## src/rtl/keccak_pkg.sv

```systemverilog
// Shared Keccak/SHAKE sizing constants and the absorb controller state type.
// Lane width is 64 bits; rates are expressed in 64-bit lanes per block.
package keccak_pkg;

   localparam int w             = 64;
   localparam int w_byte_size   = w / 8;
   localparam int w_byte_width  = $clog2(w_byte_size);
   localparam int LEN_W         = 32;
   localparam int RATE128_WORDS = 21;
   localparam int RATE256_WORDS = 17;

   typedef enum logic [1:0] {
      IDLE,
      ABSORB,
      PAD,
      PERMUTE
   } absorb_state_t;

endpackage

```

## src/rtl/absorb_controller.sv

```systemverilog
// Feeds message lanes and padding lanes into the sponge one lane per cycle and
// hands full blocks to the permutation. Define ABSORB_CTRL_SHAKE256_EN to enable mode-selected rate.
module absorb_controller
   import keccak_pkg::*;
(
   input  logic                    clk,
   input  logic                    rst,
   input  logic                    start,
   input  logic [LEN_W-1:0]        msg_len,
   input  logic                    mode,
   input  logic [w-1:0]            din,
   input  logic                    din_valid,
   output logic                    din_ready,
   output logic [w-1:0]            pad_data_in,
   output logic [w_byte_width-1:0] pad_remaining_valid_bytes,
   output logic                    pad_enable,
   output logic                    pad_last_word_in_block,
   output logic                    pad_reset,
   output logic                    absorb_valid,
   output logic [4:0]              absorb_idx,
   output logic                    perm_start,
   input  logic                    perm_done,
   output logic                    busy,
   output logic                    done
);

   absorb_state_t    state;
   logic [LEN_W-1:0] rem;
   logic [LEN_W-1:0] rem_next;
   logic             pad_started;
   logic [4:0]       last_idx;
   logic             take;
   logic             in_pad;
   logic             short_word;

   function automatic logic [LEN_W-1:0] consume_word(input logic [LEN_W-1:0] r);
      return (r > LEN_W'(w_byte_size)) ? r - LEN_W'(w_byte_size) : '0;
   endfunction

`ifdef ABSORB_CTRL_SHAKE256_EN
   logic rate_256;
   assign last_idx = rate_256 ? 5'(RATE256_WORDS - 1) : 5'(RATE128_WORDS - 1);
`else
   logic unused_mode;
   assign unused_mode = mode;
   assign last_idx    = 5'(RATE128_WORDS - 1);
`endif

   // A lane is absorbed either from the input stream or as a pure padding lane.
   assign take        = (state == ABSORB) && din_valid;
   assign in_pad      = (state == PAD);
   assign short_word  = take && (rem < LEN_W'(w_byte_size));
   assign rem_next    = consume_word(rem);

   assign din_ready                 = (state == ABSORB);
   assign absorb_valid              = take || in_pad;
   assign pad_data_in               = take ? din : '0;
   assign pad_enable                = short_word || in_pad;
   assign pad_remaining_valid_bytes = short_word ? rem[w_byte_width-1:0] : '0;
   assign pad_last_word_in_block    = absorb_valid && (absorb_idx == last_idx);

   always_ff @(posedge clk or negedge rst) begin
      if (!rst) begin
         state       <= IDLE;
         rem         <= '0;
         absorb_idx  <= '0;
         pad_started <= 1'b0;
         pad_reset   <= 1'b0;
         perm_start  <= 1'b0;
         busy        <= 1'b0;
         done        <= 1'b0;
`ifdef ABSORB_CTRL_SHAKE256_EN
         rate_256    <= 1'b0;
`endif
      end else begin
         pad_reset  <= 1'b0;
         perm_start <= 1'b0;
         done       <= 1'b0;
         case (state)
            IDLE: begin
               if (start) begin
                  rem         <= msg_len;
                  absorb_idx  <= '0;
                  pad_started <= 1'b0;
                  pad_reset   <= 1'b1;
                  busy        <= 1'b1;
`ifdef ABSORB_CTRL_SHAKE256_EN
                  rate_256    <= mode;
`endif
                  state       <= (msg_len != '0) ? ABSORB : PAD;
               end
            end
            ABSORB: begin
               if (din_valid) begin
                  rem <= rem_next;
                  if (short_word) pad_started <= 1'b1;
                  if (pad_last_word_in_block) begin
                     absorb_idx <= '0;
                     perm_start <= 1'b1;
                     state      <= PERMUTE;
                  end else begin
                     absorb_idx <= absorb_idx + 5'd1;
                     if (rem_next == '0) state <= PAD;
                  end
               end
            end
            PAD: begin
               pad_started <= 1'b1;
               if (pad_last_word_in_block) begin
                  absorb_idx <= '0;
                  perm_start <= 1'b1;
                  state      <= PERMUTE;
               end else begin
                  absorb_idx <= absorb_idx + 5'd1;
               end
            end
            PERMUTE: begin
               // A message whose padding has begun ends with this permutation.
               if (perm_done) begin
                  if (pad_started) begin
                     done  <= 1'b1;
                     busy  <= 1'b0;
                     state <= IDLE;
                  end else if (rem != '0) begin
                     state <= ABSORB;
                  end else begin
                     state <= PAD;
                  end
               end
            end
            default: state <= IDLE;
         endcase
      end
   end

endmodule

```

## config.mk

```make
export PLATFORM = sky130hd
export DESIGN_NAME = absorb_controller
export DESIGN_NICKNAME = d
export VERILOG_FILES = /design/src/rtl/keccak_pkg.sv /design/src/rtl/absorb_controller.sv
export SDC_FILE = /design/constraint.sdc
export NUM_CORES = 1
export LEC_CHECK = 0
export CORE_ASPECT_RATIO = 1.75
export CORE_UTILIZATION = 40
export CTS_CLUSTER_DIAMETER = 40
export DETAILED_ROUTE_END_ITERATION = 8
export DONT_BUFFER_PORTS = 1
export SLEW_MARGIN = 10
export SYNTH_ARGS = -nofsm -noshare
export SYNTH_HDL_FRONTEND = slang
export SYNTH_SLANG_ARGS = --single-unit
export TNS_END_PERCENT = 20
```

## constraint.sdc

```tcl
create_clock -name clk -period 3.5 [get_ports clk]
set_input_delay 0.7 -clock clk [delete_from_list [all_inputs] [get_ports clk]]
set_output_delay 0.7 -clock clk [all_outputs]
set_load 0.03 [all_outputs]
```

==> flow_summary.json, run 1 <==
{
  "status": "complete, no violations",
  "synthArstFlopShare": 1.000,
  "syn_to_final_growth_pct": 8.124,
  "synth-main-ff-cell": "dfrtp_1",
  "route.met2.wl_um": 7605,
  "cp_max_fo": 5,
  "layout_min_cycle_time_ns": 3.385,
  "path_cells": "or4_4 > or3_4 > or3_1 > nor3_4 > and2_1",
  "period_share": 0.9672,
  "ant_nets": 0,
  "wl_met3_um": 845,
  "regToRegSetupSlack_ns": 0.47,
  "clock_latency_ns": 0.29,
  "p_leak_nw": 1.720,
  "numPlacedInstances": 568,
  "hold_path_class": "in2async",
  "worst_slew_pin_slew_ns": 0.6354,
  "synth.cell_area_um2": 3681,
  "tns_ns": 0,
  "crit_family": "simple AND/OR/NAND/NOR gates",
  "fmax_mhz": 295.4,
  "power_per_cell_area_nw_per_um2": 978.8,
  "timing.rr.start": "rem[3]",
  "hold_violations": 0,
  "top_layer": "met4",
  "cp-startpoint": "rem[29]",
  "instances_no_fill": 578,
  "yosysUniqueCellTypes": 61,
  "start_util": 0.4100,
  "fin_worst_skew_ns": 0.007962,
  "drt_wl_total_um": 14010,
  "root_buffer": "clkbuf_16",
  "critPathMaxStageDelay_ns": 0.58,
  "dieArea_um2": 9605,
  "max-vdd-ir-drop_uv": 429.9,
  "cts_tree": "yes",
  "drc": 0,
  "cpMaxStageDelayCell": "or4_4",
  "die_w_um": 74.52,
  "die_y_um": 128.9,
  "cts_sinks": 44,
  "drt_iter0_markers": 258,
  "grt_pass1_vias": 3505,
  "setup_slack_ns": 0.1148,
  "slew_violations": 0,
  "grt.total_usage": 0.2966,
  "rows": 46,
  "synth_warnings": 0,
  "cap_viol_max_count": 0,
  "critPathBufInv": 0,
  "max_slew_margin": 0.5725,
  "synth_seq_cells": 44,
  "via_count": 3826,
  "startpoint_type": "flop",
  "ctsHoldBuffers": 0,
  "cts_max_path_buffers": 2,
  "syn-num-nets": 576,
  "numCtsBuffers": 5,
  "clk_pin_slew_ns": 0.06,
  "core_area_um2": 8979,
  "setup_viol": 0,
  "overflow": 0,
  "grt_start_max_net_pins": 70,
  "place_ws_ns": 0.3586,
  "vias_per_cell": 6.619,
  "cts.htree.levels": 2,
  "synth_edf_count": 0,
  "wire_per_inst_um": 24.24,
  "crit_type": "reg2out",
  "drive_gt1_frac": 0.09670,
  "synth_cells": 466,
  "grt_setup_unrepaired": "no",
  "boundaryPins": 182,
  "setup.worst_path.end_class": "output pin",
  "dp_hpwl_um": 10910,
  "portBuffers": 0,
  "gp_congestion": 0.9889,
  "ys_seq_area_frac": 0.2991,
  "antenna_found_initial": 6,
  "worstPathRequired_ns": 2.80,
  "final_nets": 565,
  "wl_met1_um": 4638,
  "grt_pass1_wl_um": 20420,
  "first_pass_iters": 4,
  "arrival_ns": 2.69,
  "syn_area_per_cell_um2": 7.899
}
layout make-up:
cell class | instances | area, um^2
antenna | 3 | 7.507
clock buffer | 6 | 128.9
multi-input combinational | 369 | 2377
timing repair buffer | 21 | 157.7
clock inverter | 1 | 5.005
inverter | 14 | 52.55
fill | 925 | 4999
tap | 120 | 150.1
sequential | 44 | 1101
through the flow:
| step | cell area (um^2) | util | power [mW] | hold WS (ns) |
|---|---|---|---|---|
| global route | 3980 | 0.4433 | 4.190 | 0.08661 |
| CTS | 3966 | 0.4418 | 3.894 | 0.09635 |
| finish | 3980 | 0.4433 | 3.896 | 0.09954 |
| global placement | 3832 | 0.4268 | 3.377 | 0.4057 |
| floorplan | 3681 | - | 2.828 | 0.4044 |
| detailed placement | 3832 | 0.4268 | 3.417 | 0.4057 |
cell usage in the layout, fill, tap and decap left out, drive strengths merged, types with 3 or more instances in the layout:
cell    synthesis  layout
a21boi          3       3
a21oi          21      21
a221o           3       3
a22o            6       6
a22oi          18      18
a31oi           4       4
and2            8       8
and3           66      66
buf            10      21
clkbuf         29       6
dfrtp          44      44
diode           0       3
ha              8       8
inv            13      13
mux2i           3       3
nand2          20      20
nand3          11      11
nand4          11      11
nor2           29      29
nor2b           4       4
nor3           28      28
nor4           20      20
nor4b           6       6
o21ai          43      43
o31ai           3       3
or2             3       3
or3             7       7
or4             6       6
xnor2           5       5
xor2            8       8
path summary, 6_finish.rpt:
check                                                to  cells past startpoint
max reg2reg                                    state[1]                     10
max                        pad_remaining_valid_bytes[0]                      5
min in group clk                                 rem[0]                      1
min                                              rem[6]                      0
min reg2reg                                      rem[0]                      1
max in group asynchronous                       rem[31]                      0
routing by layer:
| metal | vias to the layer above | GRT usage |
|---|---|---|
| met2 | 206 | 0.5363 |
| met5 | - | 0 |
| met4 | 0 | 0.1987 |
| met3 | 45 | 0.04464 |
| li1 | 1740 | - |
| met1 | 1835 | 0.3021 |
sequential cells by signal (all words and copies together) (netlist names):
name and flops:
done 1, pad_reset 1, rem 32, pad_started 1
perm_start 1, state 2, busy 1, absorb_idx 5
cell families (layout without fill, tap and decap cells):
family          after synthesis  after routing  synth area share
other cells                   0              3                 0
xor+xnor                     13             13           0.03093
mux                           5              5           0.01428
fa+ha+maj                     8              8           0.02719
buf+inv                      53             42           0.05846
flops                        44             44            0.2991
simple gates                224            224            0.3610
compound gates              119            119            0.2090
synthesized netlist by cell type, types with 3 or more instances:
cell type	number	area (um^2)
and3_1	66	412.9
dfrtp_1	44	1101
o21ai_0	42	210.2
clkbuf_1	29	108.9
nor2_1	29	108.9
nor3_1	24	120.1
a21oi_1	21	105.1
nand2_1	20	75.07
nor4_1	19	118.9
a22oi_1	18	135.1
inv_1	13	48.80
nand3_1	11	55.05
nand4_1	11	68.82
ha_1	8	100.1
xor2_1	8	70.07
and2_1	7	43.79
buf_2	7	35.03
a22o_1	6	52.55
nor4b_1	6	52.55
or3_1	6	37.54
xnor2_1	5	43.79
a31oi_1	4	25.02
nor2b_1	4	25.02
or4_1	4	30.03
a21boi_0	3	22.52
a221o_1	3	30.03
mux2i_1	3	30.03
nor3_2	3	30.03
o31ai_1	3	22.52
or2_2	3	18.77
report_power, final:
| group | switching [mW] | leakage (nW) | internal [mW] |
|---|---|---|---|
| Sequential | 0.408 | 0.539 | 0.749 |
| Clock | 0.201 | 0.0667 | 0.260 |
| Combinational | 1.48 | 1.11 | 0.796 |
timing repair:
item / 4_1_cts / 5_1_grt
resized for setup: 0 / 1
endpoints found under the setup margin: 0 / 3
buffers inserted: 0 / 0
No activity file was read; power rests on OpenSTA's default activity.
==> run 2: changes to the inputs <==
MAX_ROUTING_LAYER = met4   (was not set)
SETUP_SLACK_MARGIN = 0.2   (was not set)
==> run 2 against run 1 <==
Effect of this change:
- register-to-register slack got worse by 0.03 ns
- combinational power rose by 4%
- clock skew rose by 0.0015 ns
- first-iteration DRC count rose by 30%
- largest power group unchanged
- largest cell class unchanged
==> flow_summary.json, run 2 (synthesis results as in run 1) <==
{
  "status": "complete, no violations",
  "wire_per_inst_um": 24.12,
  "drt_wl_total_um": 14090,
  "layout_min_cycle_time_ns": 3.285,
  "crit_type": "reg2out",
  "numCtsBuffers": 5,
  "drc": 0,
  "tns_ns": 0,
  "slew_violations": 0,
  "max_slew_margin": 0.5992,
  "multi_input_area_um2": 2405,
  "route.met2.wl_um": 7684,
  "grt_pass1_wl_um": 20320,
  "regArea_um2": 1101,
  "design_area_um2": 4079,
  "final_nets": 569,
  "fill_cells": 904,
  "core_area_um2": 8979,
  "top_layer": "met4",
  "drive_gt1_frac": 0.1217,
  "antenna_found_initial": 6,
  "drt_iter0_markers": 335,
  "hold_path_class": "in2async",
  "root_buffer": "clkbuf_16",
  "dieArea_um2": 9605,
  "layout_commonest_cell": "and3_1",
  "ctsHoldBuffers": 0,
  "ant_nets": 0,
  "clk_pin_slew_ns": 0.07,
  "ff2ff_path_depth": 11,
  "dp_hpwl_um": 10850,
  "die_y_um": 128.9,
  "max-vdd-ir-drop_uv": 443.2,
  "clock_latency_ns": 0.30,
  "largestRegisters": "rem (32), absorb_idx (5), state (2)",
  "cts_tree": "yes",
  "place_area_um2": 3855,
  "startpoint_type": "flop",
  "boundaryPins": 182,
  "final_cell_mix": "66 x and3_1, 44 x dfrtp_1, 41 x o21ai_0, 29 x nor2_1, 25 x buf_4",
  "p_total_mw": 4.055,
  "power_per_cell_area_nw_per_um2": 994.2,
  "period_share": 0.9385,
  "overflow": 0,
  "cts_max_path_buffers": 2,
  "largest_reg_flops": 32,
  "hold_violations": 0,
  "worstPathRequired_ns": 2.80,
  "fin_worst_skew_ns": 0.009485,
  "p_seq_frac": 0.282,
  "combPwrFrac": 0.581,
  "setup.worst_path.end_class": "output pin",
  "grt_setup_unrepaired": "yes",
  "grt_start_max_net_pins": 72,
  "p_leak_nw": 1.764,
  "netSwitchingFraction": 0.5288,
  "wl_met3_um": 849,
  "die_w_um": 74.52,
  "wl_met1_um": 4544,
  "cp_max_fo": 6,
  "start_util": 0.4100,
  "portBuffers": 0,
  "gp_congestion": 0.9994,
  "fmax_mhz": 304.5,
  "vias_per_cell": 6.622,
  "largest_register": "rem",
  "setup_viol": 0,
  "first_pass_iters": 6,
  "rows": 46,
  "cts_sinks": 44,
  "p_sw_mw": 2.145,
  "worst_slew_pin_slew_ns": 0.5966,
  "cap_viol_max_count": 0,
  "p_int_mw": 1.911,
  "p_clk_frac": 0.137,
  "via_count": 3867,
  "grt.total_usage": 0.3038,
  "cts.htree.levels": 2,
  "grt_pass1_vias": 3635,
  "arrival_ns": 2.58,
  "syn_to_final_growth_pct": 10.81
}
[run 2: stage by stage]
stage                     setup WS, ns  cells    util  hold slack [ns]
after floorplan                 0.6751    466       -           0.4044
after global placement          0.3389    571  0.4293           0.4056
after detailed placement        0.3139    571  0.4293           0.4057
after CTS                       0.1856    579  0.4504          0.08173
after global routing            0.1502    584  0.4543          0.08053
final                           0.2154    584  0.4543          0.09119
[run 2: power groups by stage]
stage	clock network, mW	registers [mW]	logic [mW]
floorplan	0	0.975	1.85
global placement	0	1.12	2.26
detailed placement	0	1.13	2.30
CTS	0.571	1.13	2.32
global route	0.589	1.17	2.57
finish	0.556	1.14	2.36
[run 2: critical path, cell delays in order (launching register included)]
cell and delay [ns]:
dfrtp_1 0.44, or4_4 0.53, or3_4 0.35, or3_4 0.36
nor3_4 0.33, and2_4 0.27
[run 2: area by class of cell]
class | count | area share
Multi-Input combinational cell | 369 | 0.5896
Clock buffer | 5 | 0.03067
Clock inverter | 3 | 0.01166
Inverter | 14 | 0.01288
Tap cell | 120 | 0.03681
Sequential cell | 44 | 0.2699
Timing Repair Buffer | 25 | 0.04601
Antenna cell | 4 | 0.002454
[run 2: path summary, 6_finish.rpt]
| path | slack (ns) | from | endpoint |
|---|---|---|---|
| max | 0.22 | rem[27] | pad_remaining_valid_bytes[1] |
| min | 0.09 | rst | rem[9] |
| max reg2reg | 0.44 | rem[3] | state[0] |
| min reg2reg | 0.53 | pad_started | pad_started |
| max in group asynchronous | 3.31 | rst | rem[20] |
| min in group clk | 0.53 | pad_started | pad_started |
[run 2: routing by layer]
metal,global-route usage,up-vias
met2,0.5421,212
met5,-,-
li1,-,1757
met4,0.2053,0
met3,0.04699,55
met1,0.2877,1843
[run 2: timing repair]
action                                  CTS  global route
endpoints found under the setup margin    4             4
buffers inserted                          0             1
pin swaps                                 0             2
gates cloned                              0             0
resized for setup                         5             6
==> run 3: changes to the inputs <==
CORE_UTILIZATION = 30   (was 40)
==> run 3 against run 2 <==
Effect of this change:
- non-clock buffer count rose by 1
- wire length up 4.6%
- first-iteration DRC count decreased by 23%
- die area grew 33%
- via count rose by 0.65%
- clock skew up 0.00073 ns
- flip-flop and latch count is the same
- register-to-register slack lost 0.06 ns
- fmax grew 0.26%
- core utilization down 11 points
- worst hold slack improved by 0.0022 ns
- sequential share of layout area down 0.13 points
- largest power group unchanged
- highest routed layer unchanged
==> flow_summary.json, run 3 (synthesis results as in run 1) <==
{
  "final_cell_mix": "66 x and3_1, 43 x dfrtp_1, 41 x o21ai_0, 29 x nor2_1, 26 x buf_4",
  "drt_iter0_markers": 257,
  "utilization": 0.3419,
  "p_leak_nw": 1.756,
  "fmax_mhz": 305.2,
  "antenna_found_initial": 6,
  "dieArea_um2": 12730,
  "use_met2": 0.4364,
  "first_pass_iters": 4,
  "core_area_um2": 12000,
  "die_w_um": 85.74,
  "overflow": 0,
  "grt.total_usage": 0.2352,
  "top_usage_layer": "met2",
  "max-vdd-ir-drop_uv": 486.8,
  "grt_pass1_wl_um": 21550,
  "slew_violations": 0,
  "root_buffer": "clkbuf_16",
  "start_util": 0.3067,
  "wire_per_inst_um": 23.47,
  "layout_min_cycle_time_ns": 3.276,
  "hold_violations": 0,
  "hold_path_class": "in2async",
  "largestRegisters": "rem (32), absorb_idx (5), state (2)",
  "portBuffers": 0,
  "cts_sinks": 44,
  "final_nets": 570,
  "largest_register": "rem",
  "drc": 0,
  "cp_max_fo": 6,
  "cts_tree": "yes",
  "fin_worst_skew_ns": 0.01021,
  "vias_per_cell": 6.197,
  "clock_latency_ns": 0.29,
  "tns_ns": 0,
  "grtUsageMet1": 0.1957,
  "setup_viol": 0,
  "period_share": 0.9361,
  "grt_setup_unrepaired": "yes",
  "worstPathRequired_ns": 2.80,
  "clk_pin_slew_ns": 0.07,
  "timing.rr.start": "state[0]",
  "gp_congestion": 0.9855,
  "ff2ff_path_depth": 10,
  "cts.htree.levels": 2,
  "via_count": 3892,
  "gr-usage-met3": 0.03441,
  "ant_nets": 0,
  "status": "complete, no violations",
  "setup.worst_path.end_class": "output pin",
  "p_total_mw": 4.013,
  "cts_max_path_buffers": 2,
  "arrival_ns": 2.58,
  "crit_type": "reg2out",
  "grt_start_max_net_pins": 69,
  "regToRegSetupSlack_ns": 0.38,
  "grt_pass1_vias": 3874,
  "rows": 53,
  "boundaryPins": 182,
  "power_per_cell_area_nw_per_um2": 977.7,
  "layout_commonest_cell": "and3_1",
  "worst_slew_pin_slew_ns": 0.9583,
  "ctsHoldBuffers": 0,
  "drt_wl_total_um": 14740,
  "die_y_um": 148.5,
  "drive_gt1_frac": 0.1236,
  "numCtsBuffers": 5,
  "largest_reg_flops": 32,
  "max_slew_margin": 0.3521,
  "dp_hpwl_um": 11630,
  "r2r-end": "state[1]",
  "syn_to_final_growth_pct": 11.49,
  "cap_viol_max_count": 0,
  "startpoint_type": "flop"
}
==> run 3: worst max path at each step <==
stage          startpoint                      endpoint  slack [ns]  depth (start not counted)
2_1_floorplan     rem[29]  pad_remaining_valid_bytes[0]        0.68                          5
6_report          rem[27]  pad_remaining_valid_bytes[0]        0.22                          5
3_3_place_gp      rem[15]  pad_remaining_valid_bytes[0]        0.37                          5
5_1_grt           rem[29]  pad_remaining_valid_bytes[0]        0.17                          5
3_5_place_dp      rem[15]  pad_remaining_valid_bytes[1]        0.37                          5
4_1_cts           rem[29]  pad_remaining_valid_bytes[1]        0.20                          5
==> run 3: through the flow <==
| step | cell area [um^2] | worst slack (ns) | hold slack (ns) | std cells |
|---|---|---|---|---|
| after floorplan | 3681 | 0.6751 | 0.4044 | 466 |
| after detailed placement | 3904 | 0.3710 | 0.4053 | 615 |
| after global routing | 4104 | 0.1705 | 0.08097 | 628 |
| final | 4104 | 0.2238 | 0.09339 | 628 |
| after global placement | 3904 | 0.3694 | 0.4055 | 615 |
| after CTS | 4064 | 0.2046 | 0.08796 | 623 |
==> run 3: cell type report <==
| class | instances | area [um^2] |
|---|---|---|
| fillers | 1256 | 7899 |
| multi-input cells | 369 | 2399 |
| flip-flops and latches | 44 | 1102 |
| well taps | 165 | 206.4 |
| repair buffers | 26 | 195.2 |
| clock buffers | 5 | 125.1 |
| inverters | 14 | 52.55 |
| clock inverters | 3 | 18.77 |
| diodes | 2 | 5.005 |
==> run 3: power breakdown <==
| part | total, mW | leakage, nW | internal, mW | switching [mW] |
|---|---|---|---|---|
| Sequential | 1.16 | 0.538 | 0.751 | 0.408 |
| Combinational | 2.38 | 1.14 | 0.840 | 1.54 |
| Clock | 0.479 | 0.0736 | 0.264 | 0.215 |
==> run 3: layer usage <==
layer  up-vias  wire length, um
li1       1764                -
met1      1826             4305
met2       233             8081
met3        69              934
met4         0             1419
met5         -                0
==> run 3: repair_timing <==
action | in CTS | in global routing
buffers inserted | 0 | 3
resized for setup | 5 | 6
endpoints found under the hold margin | 0 | 0
setup endpoints to repair | 4 | 4
pin swaps | 0 | 3
==> run 3: critical path, stage by stage, from the launching register on <==
cell and delay (ns):
dfrtp_1 0.45, or4_4 0.52, or3_4 0.35, or3_4 0.36
nor3_4 0.33, and2_4 0.27
